<file path="src/rtl/code_queue.sv">
// code_queue -- byte-granular instruction prefetch queue.
//
// Fetches aligned FETCH_BYTES-wide words from the code bus into a DEPTH-byte
// circular buffer. The decoder sees a WIN_BYTES-wide window whose byte 0 is
// always the current instruction byte. The decoder retires a variable number
// of bytes each cycle. A flush restarts the queue at any byte address.
//
// Ports
//   clock          sole clock, rising edge
//   rst_n          asynchronous active-low reset
//   i_flush        restart queue at i_flush_addr (highest priority)
//   i_flush_addr   new linear code address, any alignment
//   o_fetch_req    fetch request, held until i_fetch_ack
//   o_fetch_addr   FETCH_BYTES-aligned fetch address, stable while requesting
//   i_fetch_ack    fetch complete this cycle, i_fetch_data valid
//   i_fetch_data   fetched word, lowest byte at o_fetch_addr
//   o_window       decoder window, byte k = queue byte k (0 beyond o_avail)
//   o_avail        valid bytes in queue (0..DEPTH)
//   o_head_addr    linear address of window byte 0
//   i_consume      bytes retired by the decoder this cycle
module code_queue #(
  parameter int FETCH_BYTES = 4,
  parameter int DEPTH       = 32,
  parameter int WIN_BYTES   = 16
) (
  input  logic                         clock,
  input  logic                         rst_n,
  input  logic                         i_flush,
  input  logic [31:0]                  i_flush_addr,
  output logic                         o_fetch_req,
  output logic [31:0]                  o_fetch_addr,
  input  logic                         i_fetch_ack,
  input  logic [FETCH_BYTES*8-1:0]     i_fetch_data,
  output logic [WIN_BYTES*8-1:0]       o_window,
  output logic [$clog2(DEPTH):0]       o_avail,
  output logic [31:0]                  o_head_addr,
  input  logic [$clog2(WIN_BYTES):0]   i_consume
);

  localparam int PTR_W  = $clog2(DEPTH);
  localparam int CNT_W  = PTR_W + 1;
  localparam int SKIP_W = (FETCH_BYTES > 1) ? $clog2(FETCH_BYTES) : 1;

  typedef enum logic [1:0] {
    IDLE  = 2'd0,
    RUN   = 2'd1,
    STALE = 2'd2
  } state_e;

  state_e              state_q, state_d;
  logic                req_q, req_d;
  logic [31:0]         fetch_addr_q, fetch_addr_d;
  logic [31:0]         target_q, target_d;
  logic [SKIP_W-1:0]   skip_q, skip_d;
  logic [31:0]         head_q, head_d;
  logic [PTR_W-1:0]    rd_q, rd_d;
  logic [PTR_W-1:0]    wr_q, wr_d;
  logic [CNT_W-1:0]    count_q, count_d;
  logic [7:0]          mem_q [DEPTH];

  logic                wr_en;
  logic [CNT_W-1:0]    cons_w;
  logic [CNT_W-1:0]    eff;
  logic [CNT_W-1:0]    written;
  logic [31:0]         flush_target;
  logic [SKIP_W-1:0]   flush_skip;

  assign cons_w       = CNT_W'(i_consume);
  assign eff          = (cons_w < count_q) ? cons_w : count_q;
  assign flush_target = i_flush_addr & ~32'(FETCH_BYTES - 1);
  assign flush_skip   = SKIP_W'(i_flush_addr & 32'(FETCH_BYTES - 1));

  // NOTE: every variable assigned in always_comb gets a default first, so no
  // path leaves it unassigned and no latch is inferred.
  always_comb begin
    state_d      = state_q;
    req_d        = req_q;
    fetch_addr_d = fetch_addr_q;
    target_d     = target_q;
    skip_d       = skip_q;
    head_d       = head_q;
    rd_d         = rd_q;
    wr_d         = wr_q;
    count_d      = count_q;
    wr_en        = 1'b0;
    written      = '0;

    if (i_flush) begin
      count_d  = '0;
      rd_d     = '0;
      wr_d     = '0;
      head_d   = i_flush_addr;
      target_d = flush_target;
      skip_d   = flush_skip;
      // An un-acked request already on the bus must complete before the new
      // target can be issued; its data will be dropped in STALE.
      if ((state_q == RUN && req_q && !i_fetch_ack) ||
          (state_q == STALE && !i_fetch_ack)) begin
        state_d = STALE;
      end else begin
        state_d      = RUN;
        fetch_addr_d = flush_target;
      end
      req_d = 1'b1;  // STALE holds the request; RUN starts empty so has space
    end else begin
      unique case (state_q)
        RUN: begin
          // Acks without an outstanding request are not ours to accept.
          if (i_fetch_ack && req_q) begin
            wr_en        = 1'b1;
            written      = CNT_W'(FETCH_BYTES) - CNT_W'(skip_q);
            wr_d         = wr_q + PTR_W'(written);
            skip_d       = '0;
            fetch_addr_d = fetch_addr_q + 32'(FETCH_BYTES);
          end
        end
        STALE: begin
          if (i_fetch_ack) begin
            fetch_addr_d = target_q;
            state_d      = RUN;
          end
        end
        default: ;
      endcase

      count_d = count_q + written - eff;
      rd_d    = rd_q + PTR_W'(eff);
      head_d  = head_q + 32'(eff);

      unique case (state_d)
        RUN:     req_d = (count_d <= CNT_W'(DEPTH - FETCH_BYTES));
        STALE:   req_d = 1'b1;
        default: req_d = 1'b0;
      endcase
    end
  end

  // NOTE: sequential state uses non-blocking assignments so every register
  // samples its next value from the same pre-edge snapshot.
  always_ff @(posedge clock or negedge rst_n) begin
    if (!rst_n) begin
      state_q      <= IDLE;
      req_q        <= 1'b0;
      fetch_addr_q <= '0;
      target_q     <= '0;
      skip_q       <= '0;
      head_q       <= '0;
      rd_q         <= '0;
      wr_q         <= '0;
      count_q      <= '0;
    end else begin
      state_q      <= state_d;
      req_q        <= req_d;
      fetch_addr_q <= fetch_addr_d;
      target_q     <= target_d;
      skip_q       <= skip_d;
      head_q       <= head_d;
      rd_q         <= rd_d;
      wr_q         <= wr_d;
      count_q      <= count_d;
    end
  end

  // NOTE: the byte array has no reset; bytes at or beyond count are masked in
  // the window, so stale contents are never visible.
  always_ff @(posedge clock) begin
    if (wr_en) begin
      for (int j = 0; j < FETCH_BYTES; j++) begin
        // Leading bytes below the flush offset precede the target address.
        if (SKIP_W'(j) >= skip_q) begin
          mem_q[wr_q + PTR_W'(j) - PTR_W'(skip_q)] <= i_fetch_data[8*j +: 8];
        end
      end
    end
  end

  // Window is aligned to rd_ptr so the decoder needs no shifter.
  always_comb begin
    o_window = '0;
    for (int k = 0; k < WIN_BYTES; k++) begin
      if (CNT_W'(k) < count_q) begin
        o_window[8*k +: 8] = mem_q[rd_q + PTR_W'(k)];
      end
    end
  end

  assign o_fetch_req  = req_q;
  assign o_fetch_addr = fetch_addr_q;
  assign o_avail      = count_q;
  assign o_head_addr  = head_q;

endmodule

</file>
<file path="config.mk">
export PLATFORM = sky130hd
export DESIGN_NAME = code_queue
export DESIGN_NICKNAME = d
export VERILOG_FILES = /design/src/rtl/code_queue.sv
export SDC_FILE = /design/constraint.sdc
export NUM_CORES = 2
export LEC_CHECK = 0
export CAP_MARGIN = 0
export CORE_MARGIN = 2
export CORE_UTILIZATION = 40
export DETAILED_ROUTE_END_ITERATION = 7
export PLACE_DENSITY_LB_ADDON = 0.12
export RECOVER_POWER = 100
export SETUP_SLACK_MARGIN = 0.02
export SLEW_MARGIN = 20
export SYNTH_ARGS = -nofsm -noshare
export SYNTH_HDL_FRONTEND = slang
export SYNTH_SLANG_ARGS = --single-unit
</file>
<file path="constraint.sdc">
create_clock -name clock -period 4.85 [get_ports clock]
set_clock_uncertainty 0.2 [all_clocks]
set_input_delay 0.485 -clock clock [delete_from_list [all_inputs] [get_ports clock]]
set_output_delay 0.485 -clock clock [all_outputs]
set_load 0.005 [all_outputs]
</file>
## Word level (Yosys, flattened, before mapping)

Memory sizes are Yosys's and may differ from the RTL's.
Cells that the tools add are included.

- Input port bits: 73
- RAM bits: 256
- Memories: 1
- Register bits: 115

Memory list:

| memory | words | width | read ports | clocked after memory_dff | wr ports | RTL line | RTL |
|---|---|---|---|---|---|---|---|
| mem_q | 32 | 8 | 16 | 0 | 4 | 59 | `logic [7:0] mem_q [DEPTH];` |

- Muxes and demuxes: 56
- Add/sub/neg operators: 29
- Equality and inequality tests: 7
- Reductions and logical operators: 11
- $lt $le $gt $ge: 22

Operator list:

| operator | number |
|---|---|
| 32-bit two-way mux | 5 |
| 8-bit two-way mux | 16 |
| 32-bit case mux with 2 select lines | 1 |
| 4-bit by 6-bit less-than comparator with 1-bit output, first input constant | 8 |
| 5-bit by 4-bit adder with 5-bit output, second input constant | 8 |
| 32-bit by 3-bit adder with 32-bit output, second input constant | 1 |
| 32-bit by 6-bit adder with 32-bit output | 1 |
| 6-bit two-way mux | 5 |
| 3-bit by 6-bit less-than comparator with 1-bit output, first input constant | 4 |
| 5-bit by 2-bit adder with 5-bit output, second input constant | 4 |
| 5-bit by 3-bit adder with 5-bit output, second input constant | 4 |
| 5-bit two-way mux | 4 |
| 5-bit by 2-bit subtractor with 5-bit output | 4 |
| 1-bit two-way mux | 16 |
| 2-bit two-way mux | 8 |
| 1-bit by 6-bit less-than comparator with 1-bit output, first input constant | 2 |
| 2-bit by 6-bit less-than comparator with 1-bit output, first input constant | 2 |
| 5-bit by 1-bit adder with 5-bit output, second input constant | 2 |
| 5-bit adder | 2 |
| 6-bit adder | 1 |
| 6-bit by 5-bit <= comparator with 1-bit output, second input constant | 1 |
| 5-bit by 6-bit less-than comparator with 1-bit output | 1 |
| 6-bit subtractor | 1 |
| 2-bit by 1-bit == test with 1-bit output, second input constant | 2 |
| 15 further kinds | 22 |

## Depth between registers and ports, before layout

- Depth after elaboration: 9
- Depth in mapped cells: 18
- Gate-level depth less buffers: 16

## Worst setup path after synthesis

Ideal clock, no wire load.

- Kind: reg-to-output
- From: register rd_q[1]
- To: output o_window[10]
- Path buffers: 5
- Setup slack: 225 ps
- Arrival time: 3940 ps
- Stages on the path, launching flop included: 12
- Cells stage by stage: dfrtp_1 -> clkbuf_1 -> clkbuf_1 -> clkbuf_1 -> inv_1 -> ha_1 -> buf_2 -> buf_1 -> mux4_2 -> mux2_2 -> a22oi_1 -> o211ai_1

- Longest elaborated chain between the ends: 3

RTL lines:

| element | RTL line | RTL |
|---|---|---|
| start: declaration | 56 | `logic [PTR_W-1:0] rd_q, rd_d;` |
| start signal: assignment | 158 | `rd_q <= rd_d;` |
| 5-bit by 1-bit adder with 5-bit output | 182 | `o_window[8*k +: 8] = mem_q[rd_q + PTR_W'(k)];` |
| memory read 32 x 8 bit | -- |  |
| 8-bit two-way mux | 181 | `if (CNT_W'(k) < count_q) begin` |
| end: declaration | 34 | `output logic [WIN_BYTES*8-1:0] o_window,` |

No other way between the ends.

## Final worst setup path

- From: register rd_q[0]
- To: output o_window[125]

- Longest elaborated chain between the ends: 3

RTL lines:

| element | RTL line |
|---|---|
| 5-bit by 4-bit adder with 5-bit output | 182 |
| memory read 32 x 8 bit | -- |
| 8-bit two-way mux | 181 |

No other way between the ends.

==> impl_summary.md <==
Outcome
The run finished, with violations left. The checks that failed: max-capacitance violations, max-slew violations, negative setup slack.

Yosys
The flip-flop and latch count after synthesis is 369. The Yosys warning count is 0. In this run the cell area of the synthesized design comes to 37,100 um^2. The prevailing post-synth register cell is sky130_fd_sc_hd__edfxtp_1. Summing the areas of all fa, ha and maj instances in the mapped netlist gives 2.39% of the synthesized area.

For this run, the register share of the synthesized area comes to 28.3%. The post-synthesis area per instance is 10.2 um^2. The xor/xnor share of the synthesized area is 1.86%. The compound-gate portion of the synthesized area is 19.2%. The async set or reset register ratio after synthesis is 30.6%. The dominant combinational cell family by area after synthesis is multiplexers. After synthesis, the share of cell area in mux cells is 30.7%. The number of synthesized flops with an enable pin is 256. In the synthesized netlist, the number of instances is 3,649.

After Yosys synthesis, and, or, nand and nor cells account for 11.9% of the synthesized area. The count of different cell masters after synthesis is 87.

Global routing
The total overflow reported by the global router is 0. Global routing used 38.1% of the available tracks across all layers. The pin count of the biggest net entering global routing is 118. The first global-routing pass estimated 258,000 um of wire. The via count of the first global-routing pass was 32,600. The number of antenna violations at the first check in global routing was 7.

Cells and area
Relative to the synthesized area, the layout overhead comes to 15.7%. The finished cells cover 42,900 um^2. The fraction of the core area covered by cells at the end of the flow is 46.8%. The register cell area after layout is 10,500 um^2. The multi-input combinational cell area is 24,600 um^2.

After filler insertion, the fill cell instance count of the layout stands at 8,713. The proportion of layout cells with a drive suffix above 1 is 18.3%. The final net count is 3,946.

Min path
The class of the worst hold path is reg -> reg. The startpoint of the worst hold path is target_q[19].

STA
The setup violation total in the final timing report is 1. The final hold violation count is 0. Setup slack on the critical path of the routed design comes to -65.4 ps. The normalized max-slew margin is -41.6%.

The post-route minimum period is 4920 ps. The final clock period utilization by the worst path is 101%. The number of pins with negative max-slew slack in the final report came to 52. For the pin with the worst max-slew slack, the measured transition is 2120 ps. Setup repair after global routing left no endpoint under its margin. The maximum achievable frequency is 203 MHz. After routing, the total negative slack on setup checks comes to -65.4 ps.

Routing
In the routed layout, each cell is associated on average with a via count of 7.19. The first detailed-routing pass took 6 iterations. The routed design has 187,000 um of wire.

The iteration-0 DRC count of the detailed router is 5,820. The DRC violations left is 0. The count of nets left with antenna violations once routing finished came out at 0. The post-detailed-route wirelength per cell is 36.7 um. The routed via count is 36,600.

Critical path
The largest fanout of any net on the critical path is 63. The category of the critical setup timing path is reg -> out. The nature of the critical path endpoint is an output pin.

Data on the critical path arrives at its endpoint at 4230 ps. The worst reg-to-reg setup slack is 160 ps. The worst register-to-register path begins at skip_q[1].

The data required time at the worst endpoint is 4160 ps. The critical path starts at rd_q[0]. STA classifies the critical path startpoint as a flip-flop.

Power
IR analysis of the VDD net gives a maximum drop of 0.401 mV. The overall power is 0.0287 W. In this run the static leakage power is 15.4 nW. The power density of the placed cells is 668 nW/um^2.

Placed design
The worst slack at placement is 185 ps. The weighted congestion at the end of routability-driven global placement is 1.03. The wire-length estimate of the detail-placed layout is 142,000 um. In this run the tool buffered the top-level ports with 269 buffer cells.

Once placement finished, the instance area stood at 41,700 um^2.

Floorplanning
272 I/O pins were placed. Measured along the y axis, the die boundary spans 309 um. The initial utilization of the core area, before any placement, comes to 40.4%. The initialized floorplan defines 111 standard-cell rows. The core region is 91,800 um^2. The die covers 95,200 um^2. The die width is 309 um.

Clocking
CTS saw 369 sinks. At the later pin of the worst-skew pair, clock insertion delay measures 590 ps. No sink is reached through more buffers than the 3 on the longest clock path. The H-tree was split into 2 levels. In this run, CTS created clock tree buffers numbering 43.

Clock tree synthesis selected as its root buffer the cell sky130_fd_sc_hd__clkbuf_16. After clock tree synthesis, the setup repair step added 0 buffers. TritonCTS built the clock tree. The clock-pin slew reported for the worst setup and hold paths after clock tree synthesis is 60 ps.

Flow run
The max capacitance violation total is 3.
[cells in the mapped netlist (all sizes together), types with 108 or more instances]
| cell | n | area [um^2] |
|---|---|---|
| mux2i | 425 | 4250 |
| edfxtp | 256 | 7690 |
| clkbuf | 255 | 957 |
| mux4 | 248 | 5590 |
| a21oi | 233 | 1170 |
| nand2 | 199 | 747 |
| nor4 | 141 | 895 |
| mux2 | 137 | 1540 |
| buf | 136 | 718 |
| dfrtp | 113 | 2830 |
| a221oi | 108 | 996 |
[flip-flops by register name (all words and copies together), names as in the netlist]
signal / cells
wr_q: 5
o_avail: 6
o_fetch_req: 1
state_q: 2
skip_q: 2
target_q: 30
rd_q: 5
o_head_addr: 32
mem_q: 256
o_fetch_addr: 30
[cell type report]
class,instances,share of cell area [%]
sequential,369,24.5
clock inverter,30,0.679
multi-input combinational,2783,57.3
clock buffer,49,2.63
antenna,3,0.0175
inverter,108,0.945
timing repair buffer,503,10.3
tap,1243,3.62
[stage by stage]
step,hold slack [ps],instances
CTS,28.1,5084
finish,288,5088
detailed placement,216,5004
global route,318,5087
floorplan,-10.6,3651
global placement,223,5004
[metal layers]
layer,track usage [%],wire length (um),part of all wire (%)
met1,50.8,71400,38
met4,21.0,13500,7.2
met2,54.5,76900,41
met3,12.4,24600,13
met5,0.657,115,0.062
[worst max-delay path: stages (launching register included)]
cell and delay [ps]:
sky130_fd_sc_hd__dfrtp_4 600, sky130_fd_sc_hd__inv_1 140, sky130_fd_sc_hd__ha_4 370, sky130_fd_sc_hd__buf_12 360, sky130_fd_sc_hd__mux4_2 440, sky130_fd_sc_hd__mux2i_1 640, sky130_fd_sc_hd__nand2b_1 190, sky130_fd_sc_hd__o2111ai_1 180
sky130_fd_sc_hd__dlygate4sd3_1 640
[cells in the final DEF (no fill, tap or decap), drive strengths merged, types with 23 or more instances in the layout]
cell	count
or4	26
a22oi	36
nor4	141
dlygate4sd3	136
o221ai	27
mux2	137
o21ai	97
xor2	32
o22ai	106
nor3	50
mux2i	425
nand3	106
clkinv	25
a21oi	233
o32ai	95
a221oi	108
nand4	44
o211ai	52
clkdlybuf4s50	131
nor2	105
edfxtp	256
a211oi	25
inv	106
nand2b	46
nand2	199
dfrtp	113
clkbuf	100
a31oi	26
mux4	248
buf	185
xnor2	47
ha	55
nor2b	23
[what timing repair did]
action | in CTS | in global routing
hold endpoints to repair | 23 | 0
gates resized for setup | 2 | 2
setup endpoints to repair | 6 | 3
hold buffers | 1 | 0
[where the power goes]
| group | switching [W] | leakage, nW | total [W] | internal (W) |
|---|---|---|---|---|
| Sequential | 0.000517 | 3.68 | 0.00427 | 0.00375 |
| Combinational | 0.0123 | 11.0 | 0.0210 | 0.00872 |
| Clock | 0.00145 | 0.698 | 0.00336 | 0.00191 |
| Total | 0.0143 | 15.4 | 0.0287 | 0.0144 |
[final timing paths]
check	depth (start not counted)	endpoint
worst min-delay path	1	target_q[19]
worst min register to register	1	target_q[19]
worst max register to register	10	mem_q[25][2]
max in group asynchronous	3	o_fetch_addr[13]
worst max-delay path	8	o_window[125]
min in group asynchronous	2	target_q[3]
[logic make-up (layout without fill, tap and decap cells)]
| group | count (synthesis) | after routing |
|---|---|---|
| compound gates | 988 | 988 |
| buf+inv | 499 | 690 |
| flops | 369 | 369 |
| simple gates | 838 | 838 |
| xor+xnor | 79 | 79 |
| fa+ha+maj | 65 | 65 |
| other cells | 1 | 6 |
| mux | 810 | 810 |
Note: power is estimated with default switching activity, not from simulation.
